<file path="src/rtl/lif_seq_pkg.sv">
// Shared types and constants for the LIF configuration sequencer.
// LIF_SEQ_RUN_LIMIT_EN adds the LD_LEN load state for the bounded-run option.
package lif_seq_pkg;

  typedef enum logic [2:0] {
    IDLE   = 3'd0,
    LD_THR = 3'd1,
    LD_DEC = 3'd2,
    LD_REF = 3'd3,
    LD_PRE = 3'd4,
    APPLY  = 3'd5,
    RUN    = 3'd6
`ifdef LIF_SEQ_RUN_LIMIT_EN
    ,
    LD_LEN = 3'd7
`endif
  } lif_state_e;

  localparam logic [7:0] CMD_LOAD  = 8'h01;
  localparam logic [7:0] CMD_START = 8'h02;
  localparam logic [7:0] CMD_STOP  = 8'h03;

  localparam logic [7:0] THR_RST = 8'd128;
  localparam logic [7:0] DEC_RST = 8'd1;
  localparam logic [7:0] REF_RST = 8'd2;

endpackage

</file>
<file path="src/rtl/lif_config_sequencer_timestep.sv">
// Prescaled timestep generator: one neuron_en pulse every prescale+1 enabled cycles.
module lif_timestep_gen #(
  parameter int DATA_W = 8
) (
  input  logic              clk,
  input  logic              reset,
  input  logic              enable,
  input  logic              clear,
  input  logic [DATA_W-1:0] prescale,
  output logic              neuron_en
);

  logic [DATA_W-1:0] cnt_q, cnt_d;
  logic              en_q, en_d;

  always_comb begin
    cnt_d = cnt_q;
    en_d  = 1'b0;
    if (clear) begin
      cnt_d = '0;
    end else if (enable) begin
      if (cnt_q == prescale) begin
        cnt_d = '0;
        en_d  = 1'b1;
      end else begin
        cnt_d = cnt_q + DATA_W'(1);
      end
    end else begin
      cnt_d = cnt_q;
    end
  end

  always_ff @(posedge clk or posedge reset) begin
    if (reset) begin
      cnt_q <= '0;
      en_q  <= 1'b0;
    end else begin
      cnt_q <= cnt_d;
      en_q  <= en_d;
    end
  end

  assign neuron_en = en_q;

endmodule

</file>
<file path="src/rtl/lif_config_sequencer.sv">
// Command/config sequencer for the LIF neuron core: config registers, run FSM, spike counter.
// Define LIF_SEQ_RUN_LIMIT_EN to add a run_len byte that ends a run after that many timesteps.
module lif_config_sequencer
  import lif_seq_pkg::*;
#(
  parameter int DATA_W     = 8,
  parameter int NUM_SPIKES = 3,
  parameter int CNT_W      = 16
) (
  input  logic                  clk,
  input  logic                  reset,
  input  logic [DATA_W-1:0]     cfg_data,
  input  logic                  cfg_valid,
  output logic                  cfg_ready,
  input  logic [NUM_SPIKES-1:0] spike_in,
  output logic [DATA_W-1:0]     threshold,
  output logic [DATA_W-1:0]     decay,
  output logic [DATA_W-1:0]     refractory_period,
  output logic                  neuron_en,
  output logic                  cfg_update,
  output logic                  running,
  output logic [CNT_W-1:0]      spike_count,
  output logic                  cmd_err
);

  lif_state_e        state_q, state_d;
  logic [DATA_W-1:0] thr_sh_q, thr_sh_d, dec_sh_q, dec_sh_d, ref_sh_q, ref_sh_d, pre_sh_q, pre_sh_d;
  logic [DATA_W-1:0] thr_q, thr_d, dec_q, dec_d, ref_q, ref_d, pre_q, pre_d;
  logic [CNT_W-1:0]  cnt_q, cnt_d, pop_s;
  logic [CNT_W:0]    sum_s;
  logic              err_q, err_d, ready_q, upd_q, run_q;
  logic              xfer_s, ts_clear_s, neuron_en_s;
`ifdef LIF_SEQ_RUN_LIMIT_EN
  logic [DATA_W-1:0] len_sh_q, len_sh_d, len_q, len_d, pulse_q, pulse_d;
`endif

  always_comb begin
    pop_s = '0;
    for (int i = 0; i < NUM_SPIKES; i++) begin
      pop_s = pop_s + CNT_W'(spike_in[i]);
    end
    sum_s = {1'b0, cnt_q} + {1'b0, pop_s};
  end

  always_comb begin
    state_d    = state_q;
    thr_sh_d   = thr_sh_q;
    dec_sh_d   = dec_sh_q;
    ref_sh_d   = ref_sh_q;
    pre_sh_d   = pre_sh_q;
    thr_d      = thr_q;
    dec_d      = dec_q;
    ref_d      = ref_q;
    pre_d      = pre_q;
    err_d      = err_q;
    ts_clear_s = 1'b0;
`ifdef LIF_SEQ_RUN_LIMIT_EN
    len_sh_d   = len_sh_q;
    len_d      = len_q;
    pulse_d    = pulse_q;
`endif
    xfer_s = cfg_valid && ready_q;
    // Saturating spike accumulation only while running.
    if (state_q == RUN) begin
      cnt_d = sum_s[CNT_W] ? {CNT_W{1'b1}} : sum_s[CNT_W-1:0];
    end else begin
      cnt_d = cnt_q;
    end
    case (state_q)
      IDLE: begin
        if (xfer_s) begin
          if (cfg_data == DATA_W'(CMD_LOAD)) begin
            state_d = LD_THR;
          end else if (cfg_data == DATA_W'(CMD_START)) begin
            state_d    = RUN;
            cnt_d      = '0;
            ts_clear_s = 1'b1;
`ifdef LIF_SEQ_RUN_LIMIT_EN
            pulse_d    = '0;
`endif
          end else if (cfg_data != DATA_W'(CMD_STOP)) begin
            err_d = 1'b1;
          end else begin
            state_d = IDLE;
          end
        end else begin
          state_d = IDLE;
        end
      end
      LD_THR: if (xfer_s) begin thr_sh_d = cfg_data; state_d = LD_DEC; end else state_d = LD_THR;
      LD_DEC: if (xfer_s) begin dec_sh_d = cfg_data; state_d = LD_REF; end else state_d = LD_DEC;
      LD_REF: if (xfer_s) begin ref_sh_d = cfg_data; state_d = LD_PRE; end else state_d = LD_REF;
`ifdef LIF_SEQ_RUN_LIMIT_EN
      LD_PRE: if (xfer_s) begin pre_sh_d = cfg_data; state_d = LD_LEN; end else state_d = LD_PRE;
      LD_LEN: if (xfer_s) begin len_sh_d = cfg_data; state_d = APPLY; end else state_d = LD_LEN;
`else
      LD_PRE: if (xfer_s) begin pre_sh_d = cfg_data; state_d = APPLY; end else state_d = LD_PRE;
`endif
      APPLY: begin
        thr_d   = thr_sh_q;
        dec_d   = dec_sh_q;
        ref_d   = ref_sh_q;
        pre_d   = pre_sh_q;
`ifdef LIF_SEQ_RUN_LIMIT_EN
        len_d   = len_sh_q;
`endif
        state_d = IDLE;
      end
      RUN: begin
        if (xfer_s && (cfg_data == DATA_W'(CMD_STOP))) begin
          state_d = IDLE;
        end else if (xfer_s) begin
          err_d = 1'b1;
        end else begin
          state_d = RUN;
        end
`ifdef LIF_SEQ_RUN_LIMIT_EN
        // Leave on the edge after the run_len-th timestep pulse; zero means unbounded.
        if (neuron_en_s) begin
          pulse_d = pulse_q + DATA_W'(1);
          if ((len_q != '0) && (({1'b0, pulse_q} + (DATA_W+1)'(1)) == {1'b0, len_q})) begin
            state_d = IDLE;
          end else begin
            pulse_d = pulse_q + DATA_W'(1);
          end
        end else begin
          pulse_d = pulse_q;
        end
`endif
      end
      default: state_d = IDLE;
    endcase
  end

  always_ff @(posedge clk or posedge reset) begin
    if (reset) begin
      state_q  <= IDLE;
      thr_sh_q <= '0;
      dec_sh_q <= '0;
      ref_sh_q <= '0;
      pre_sh_q <= '0;
      thr_q    <= DATA_W'(THR_RST);
      dec_q    <= DATA_W'(DEC_RST);
      ref_q    <= DATA_W'(REF_RST);
      pre_q    <= '0;
      cnt_q    <= '0;
      err_q    <= 1'b0;
      ready_q  <= 1'b1;
      upd_q    <= 1'b0;
      run_q    <= 1'b0;
`ifdef LIF_SEQ_RUN_LIMIT_EN
      len_sh_q <= '0;
      len_q    <= '0;
      pulse_q  <= '0;
`endif
    end else begin
      state_q  <= state_d;
      thr_sh_q <= thr_sh_d;
      dec_sh_q <= dec_sh_d;
      ref_sh_q <= ref_sh_d;
      pre_sh_q <= pre_sh_d;
      thr_q    <= thr_d;
      dec_q    <= dec_d;
      ref_q    <= ref_d;
      pre_q    <= pre_d;
      cnt_q    <= cnt_d;
      err_q    <= err_d;
      ready_q  <= (state_d != APPLY);
      upd_q    <= (state_d == APPLY);
      run_q    <= (state_d == RUN);
`ifdef LIF_SEQ_RUN_LIMIT_EN
      len_sh_q <= len_sh_d;
      len_q    <= len_d;
      pulse_q  <= pulse_d;
`endif
    end
  end

  // Timestep enable follows the next state so a stop silences neuron_en immediately.
  lif_timestep_gen #(.DATA_W(DATA_W)) u_ts (
    .clk      (clk),
    .reset    (reset),
    .enable   (state_d == RUN),
    .clear    (ts_clear_s),
    .prescale (pre_q),
    .neuron_en(neuron_en_s)
  );

  assign cfg_ready         = ready_q;
  assign threshold         = thr_q;
  assign decay             = dec_q;
  assign refractory_period = ref_q;
  assign neuron_en         = neuron_en_s;
  assign cfg_update        = upd_q;
  assign running           = run_q;
  assign spike_count       = cnt_q;
  assign cmd_err           = err_q;

endmodule
</file>
<file path="config.mk">
export PLATFORM = sky130hd
export DESIGN_NAME = lif_config_sequencer
export DESIGN_NICKNAME = d
export VERILOG_FILES = /design/src/rtl/lif_seq_pkg.sv /design/src/rtl/lif_config_sequencer_timestep.sv /design/src/rtl/lif_config_sequencer.sv
export SDC_FILE = /design/constraint.sdc
export NUM_CORES = 1
export LEC_CHECK = 0
export BUFFER_PORTS_ARGS = -buffer_cell sky130_fd_sc_hd__buf_2
export CAP_MARGIN = 20
export CORE_MARGIN = 3
export CORE_UTILIZATION = 50
export CTS_BUF_LIST = sky130_fd_sc_hd__clkbuf_16
export CTS_CLUSTER_SIZE = 24
export DETAILED_ROUTE_END_ITERATION = 7
export PLACE_DENSITY = 0.71
export SYNTH_ARGS = -nofsm -noshare
export SYNTH_HDL_FRONTEND = slang
export SYNTH_HIERARCHICAL = 1
export SYNTH_SLANG_ARGS = --single-unit
</file>
<file path="constraint.sdc">
create_clock -name clk -period 3.7 [get_ports clk]
set_clock_uncertainty 0.15 [all_clocks]
set_input_delay 0.555 -clock clk [delete_from_list [all_inputs] [get_ports clk]]
set_output_delay 0.555 -clock clk [all_outputs]
set_load 0.005 [all_outputs]
</file>
==> results of run 1 <==
-- cells in the final DEF (no fill, tap or decap), drive strengths merged, types with 3 or more instances in the layout --
cell,netlist,routed
xnor2,18,18
clkinv,0,3
nor3,11,11
a31oi,4,4
dfstp,4,4
inv,15,18
mux2,64,64
a21oi,15,15
nand2,16,16
or3,6,6
nand3,8,8
ha,3,3
nor4,6,6
and2,3,3
nand4,5,5
dfrtp,92,92
o21ai,7,7
nor2,14,14
buf,7,62
o31ai,3,3
clkbuf,4,9
-- power by group through the flow --
stage	logic, mW	clock network [mW]	registers (mW)
after global routing	1.16	1.04	1.81
final	1.04	0.980	1.75
after CTS	1.05	1.00	1.75
after floorplan	0.765	0	1.69
after global placement	1.02	0	1.75
after detailed placement	1.04	0	1.76
-- metal layers --
layer	up-vias	global-route usage (%)	share of wire, %
li1	1346	-	-
met1	1465	24.7	47
met2	61	29.3	48
met3	5	4.14	4.2
met4	0	5.88	0.70
met5	-	0	0
-- cells by family after synthesis --
| kind of cell | after synthesis |
|---|---|
| AO/OA/AOI/OAI | 42 |
| XOR/XNOR | 20 |
| adder cells (fa/ha/maj) | 6 |
| buffers and inverters | 26 |
| flip-flops | 96 |
| multiplexers | 66 |
| AND/OR/NAND/NOR | 85 |
-- per-stage QoR --
stage	area, sq um	worst slack [ns]	util, %	hold WS, ns
6_report	5100	0.876	61.2	0.0313
5_1_grt	5100	0.522	61.2	0.0611
4_1_cts	5100	0.871	61.2	0.0365
3_5_place_dp	4780	0.517	57.3	0.338
3_3_place_gp	4780	0.588	57.3	0.332
2_1_floorplan	4380	0.751	-	0.233
-- final cells by class --
type	instances	area, sq um
tap	105	131
inverter	15	57.6
sequential	96	2410
multi-input combinational	219	1860
clock inverter	7	97.6
fill	664	3240
clock buffer	9	225
timing repair buffer	62	320
-- final timing paths --
path,from,to,depth (start not counted)
min in group clk,ref_sh_q[5]$_DFFE_PP0P_,ref_sh_q[5]$_DFFE_PP0P_,1
worst min-delay path,reset,u_ts/cnt_q[7]$_DFFE_PP0P_,2
worst max-delay path,cfg_data[2],u_ts/cnt_q[4]$_DFFE_PP0P_,9
max in group asynchronous,reset,cfg_ready$_DFF_PP1_,3
worst min register to register,ref_sh_q[5]$_DFFE_PP0P_,ref_sh_q[5]$_DFFE_PP0P_,1
worst max register to register,spike_count[0]$_DFF_PP0_,spike_count[13]$_DFF_PP0_,7
==> summary.md, run 1 <==
| Metric | Value |
|---|---|
| Post-Syn Instances | about 340 |
| Initial Util | a little over half |
| Post-Synth Simple-Gate Area | about 13% |
| Top cells by area, synth | dfrtp_1 (53%), mux2_2 (16%), xnor2_1 (3.6%), dfstp_2 (2.4%), a21oi_1 (1.7%) |
| P per Cell Area | between 700 and 800 nW/um^2 |
| Fin crit period | between 2 and 3 ns |
| Fin. Hold Viols | 0 |
| Yosys cell types | 58 |
| Vias in the first global route | roughly 3.0k |
| Synth top cells by count | dfrtp_1 (92), mux2_2 (64), xnor2_1 (18), nand2_1 (16) |
| Ports | ~60 |
| Layout Cells excl Fill | between 500 and 600 |
| Die Area | between 9000 and 10000 sq um |
| Post-cts gate resize count | 0 |
| CP required | 3.77 ns |
| Crit path max-delay cell type | nor4_4 |
| Die Span X | ~100 microns |
| Seq/Total Area, Yosys | a little over half |
| First-pass GRT wire length | approximately 15000 microns |
| Int Power | between 2 and 3 mW |
| Post-synthesis adder-cell area fraction | under 10% |
| Worst VDD drop | about 440 uV |
| Layout Nets | 422 |
| Port-buffer cells | 58 |
| Htree depth | 3 |
| Post-CTS setup buffer count | 0 |
| DRC violations left | 0 |
| Die Ht | 99.6 microns |
| Worst Tran Pin Value | roughly 0.8 ns |
| CTS hold repair buffers | 0 |
| FFs w/ async S/R, synth | 100% |
| R2R Setup Slk | slightly below 1 ns |
| Complex-gate fraction of the synthesized area | under 10% |
| Syn_area_per_cell | about 13 sq um |
| TritonCTS Sinks | 96 |
| # placed instances | 497 |
| Max reg flops | 16 |
| Max-slew violations | 0 |
| Type of the tightest min-delay check | primary input to async pin |
| Total CTS buffers | 9 |
| Worst EP arrival | between 2 and 3 ns |
| Clk pwr share | about a quarter |
| GR Overflow Total | 0 |
| TNS Setup | 0 ns |
| Period utilization | 76.3% |
| Clock Path Buffers | 2 |
| Main synth FF type | dfrtp_1 |
| WL final | roughly 8400 microns |
| Buf/Inv on CP | 1 |
| Finish-stage setup viols | 0 |
| Via density | 5.61 |
| Startpoint Class | primary input |
| Largest family of logic cells by synthesized area | multiplexers |
| Switching share of total power | 30.9% |
| Reg clk slew, reported paths | 0.07 ns |
| Mapped Area | 4380 sq um |
| Synth warn | 6 |
| Combinational power share | roughly 28% |
| CP max FO | 7 |
| GRT Total Usage | roughly 18% |
| Seq cells post-synth | 96 |
| RSZ-0062 raised after global routing | no |
| Net Count, Synth | 360 |
| Top cell type's share of synthesized area | a little over half |
| Core Box Area | about 8300 sq um |
| Antenna viol nets, final | 0 |
| Routed len/inst | ~16 microns |
| Vias post-DR | around 2.9k |
| Crit end category | flip-flop |
| Number of core rows | 33 |
| Share of cells above drive strength 1 | between 40% and 50% |
| Inserted Diodes | 0 |
| P_leak | 2.38 nW |
| Reg power frac | a little under half |
| CP top delay family | simple AND/OR/NAND/NOR gates |
| Sw Pwr | between 1 and 1.5 mW |
| CTS tree | yes |
| Crit-path cells | buf_2, nor4_4, nand2_1, or3_1, a21oi_1, nor2_1, or3_1, xor2_1, nor2_1 |
| Slew HR | between 40% and 50% |
| FMAX | 0.354 GHz |
| Tot Pwr | around 3.8 mW |
| CTS root buffer | clkbuf_16 |
| Final GP Congestion | ~0.83 |
| Initial antenna violation count | 0 |
| Yosys top cell by area | dfrtp_1 |
| DR pass1 iterations | 4 |
| Later-pin clock latency in the skew report | between 0.3 and 0.4 ns |
| Largest net degree at the start of global routing | between 40 and 50 |
| Post-synthesis mux area share | between 10% and 20% |
| HPWL after detailed placement | ~5800 microns |
| Post-synth EDFFs | 0 |
| Max cap viols | 0 |
| Most common cell in the netlist | dfrtp_1 |
| Initial DRC count | around 140 |
| Synth-to-Final Area Change | 16.5% |
| Crit Path Class | primary input to flip-flop |
| CP peak stage delay | between 0.4 and 0.5 ns |
| XOR/XNOR Fraction of Synth Area | roughly 4% |
| Status | complete, no violations |
Power figures use the tool's default switching activity.
==> run 2, diff against run 1 <==
PLACE_DENSITY = 0.74   (was 0.71)
clock period = 2.55 ns   (was 3.7 ns; I/O delays follow)
==> summary.md, run 2 (same netlist as run 1, synthesis figures left out) <==
| Metric | Value |
|---|---|
| Status | complete, no violations |
| RSZ-0062 raised after global routing | no |
| Total CTS buffers | 9 |
| Die Ht | between 90 and 100 microns |
| DR pass1 iterations | 4 |
| Port-buffer cells | between 50 and 60 |
| Worst Tran Pin Value | about 0.55 ns |
| Placed Area | between 4000 and 5000 sq um |
| Core Box Area | about 8300 sq um |
| DP Worst Slack | -0.0381 ns |
| Routed len/inst | ~16 microns |
| Combinational power share | slightly above 30% |
| FMAX | between 0.4 and 0.5 GHz |
| Later-pin clock latency in the skew report | ~0.33 ns |
| Most frequent cells in the layout | dfrtp_1 (92), mux2_2 (64), buf_2 (58), buf_4 (26), xnor2_1 (18) |
| Htree depth | 3 |
| GR Overflow Total | 0 |
| Vias post-DR | 2966 |
| Hold path depth | 2 |
| Antenna viol nets, final | 0 |
| Design Area, Final | ~5300 sq um |
| CP required | around 2.6 ns |
| Inserted Diodes | 0 |
| Max reg flops | 16 |
| Share of cells above drive strength 1 | between 40 and 50% |
| Clock Path Buffers | 2 |
| Worst EP arrival | between 2 and 2.5 ns |
| Stages on worst setup path | 8 |
| HPWL after detailed placement | 6290 microns |
| Buf/Inv on CP | 2 |
| Reg power frac | a little under half |
| Via density | roughly 5.5 |
| Switching share of total power | just over 30% |
| Slew HR | 63.5% |
| Reg2Reg Depth | 8 |
| CP top delay family | adder cells |
| Type of the tightest min-delay check | primary input to flip-flop |
| Max-slew violations | 0 |
| Number of core rows | 33 |
| TritonCTS Sinks | 96 |
| P_leak | about 2.5 nW |
| CP max FO | 7 |
| Period utilization | 94.3% |
| Worst VDD drop | 657 uV |
| Sw Pwr | between 1.5 and 2 mW |
| Layout Nets | approximately 450 |
| Fin crit period | approximately 2.4 ns |
| CP peak stage delay | about 0.45 ns |
| Finish-stage setup viols | 0 |
| Die Area | between 9000 and 10000 sq um |
| Vias in the first global route | between 3k and 4k |
| Ports | slightly below 60 |
| Final worst slack | 0.144 ns |
| WL final | 8850 microns |
| Initial Util | roughly 52% |
| GRT Total Usage | 18.8% |
| Cell mode on critical path | fa_1 |
| P per Cell Area | 1040 nW/um^2 |
| Startpoint Class | flip-flop |
| Crit-path cells | fa_1, ha_1, fa_1, inv_2, nor4_4, buf_4, nor4_2, a211oi_1 |
| CTS root buffer | clkbuf_16 |
| First-pass GRT wire length | ~15000 microns |
| Largest net degree at the start of global routing | 58 |
| CTS tree | yes |
| Crit end category | flip-flop |
| Reg clk slew, reported paths | 0.07 ns |
| Die Span X | 99.6 microns |
| Commonest non-fill, non-tap cell in the layout | dfrtp_1 |
| Crit path max-delay cell type | fa_1 |
| Max cap viols | 0 |
| Crit Path Class | flip-flop to flip-flop |
| Clk pwr share | 24.6% |
| Initial DRC count | 99 |
| Fin. Hold Viols | 0 |
| Synth-to-Final Area Change | 20.7% |
| Final GP Congestion | around 0.9 |
| DRC violations left | 0 |
| Initial antenna violation count | 0 |
| Final core utilization | between 60% and 70% |
| Int Power | approximately 3.8 mW |
run 2: cell type report:
type                    count  area [sq um]
clock inverters             7          77.6
inverters                  15          60.1
well taps                 105           131
clock buffers               9           225
repair buffers             86           515
multi-input cells         219          1870
flip-flops and latches     96          2410
fillers                   663          3050
run 2: routing by layer:
metal	GRT usage, %	up-vias	part of all wire [%]
li1	-	1401	-
met4	5.67	0	0.62
met3	4.00	4	4.1
met2	30.2	61	49
met1	25.7	1500	47
met5	0	-	0
run 2: final timing paths:
path / endpoint / from / slack (ns)
worst min register to register: ref_sh_q[7]$_DFFE_PP0P_ / ref_sh_q[7]$_DFFE_PP0P_ / 0.35
worst min-delay path: pre_sh_q[7]$_DFFE_PP0P_ / cfg_data[7] / 0.24
worst max register to register: spike_count[15]$_DFF_PP0_ / spike_count[0]$_DFF_PP0_ / 0.14
max in group asynchronous: decay[0]$_DFFE_PP1N_ / reset / 1.21
min in group asynchronous: u_ts/cnt_q[5]$_DFFE_PP0P_ / reset / 0.42
worst max-delay path: spike_count[15]$_DFF_PP0_ / spike_count[0]$_DFF_PP0_ / 0.14
run 2: per-stage QoR:
step	power [mW]	setup TNS, ns	hold slack, ns	cells
after global routing	5.83	0	0.239	537
final	5.50	0	0.244	537
after detailed placement	4.16	-0.0381	0.235	520
after floorplan	3.56	0	0.0604	341
after global placement	4.09	0	0.234	520
after CTS	5.55	0	0.240	537
run 2: what timing repair did:
action,in CTS,in global routing
hold endpoints to repair,20,0
endpoints found under the setup margin,0,1
gates resized for setup,0,2
hold buffers,1,0
setup buffers,0,0
run 2: power groups by stage:
| stage | registers (mW) | clock network [mW] | logic (mW) |
|---|---|---|---|
| 6_report | 2.49 | 1.35 | 1.66 |
| 5_1_grt | 2.56 | 1.46 | 1.81 |
| 4_1_cts | 2.49 | 1.38 | 1.68 |
| 3_5_place_dp | 2.50 | 0 | 1.66 |
| 3_3_place_gp | 2.47 | 0 | 1.61 |
| 2_1_floorplan | 2.45 | 0 | 1.11 |
run 2: worst reg2reg max path, cell delays in order (launching register included):
cell      delay (ns)
dfrtp_1         0.40
fa_1            0.45
ha_1            0.22
fa_1            0.40
inv_2           0.10
nor4_4          0.05
buf_4           0.15
nor4_2          0.26
a211oi_1        0.10
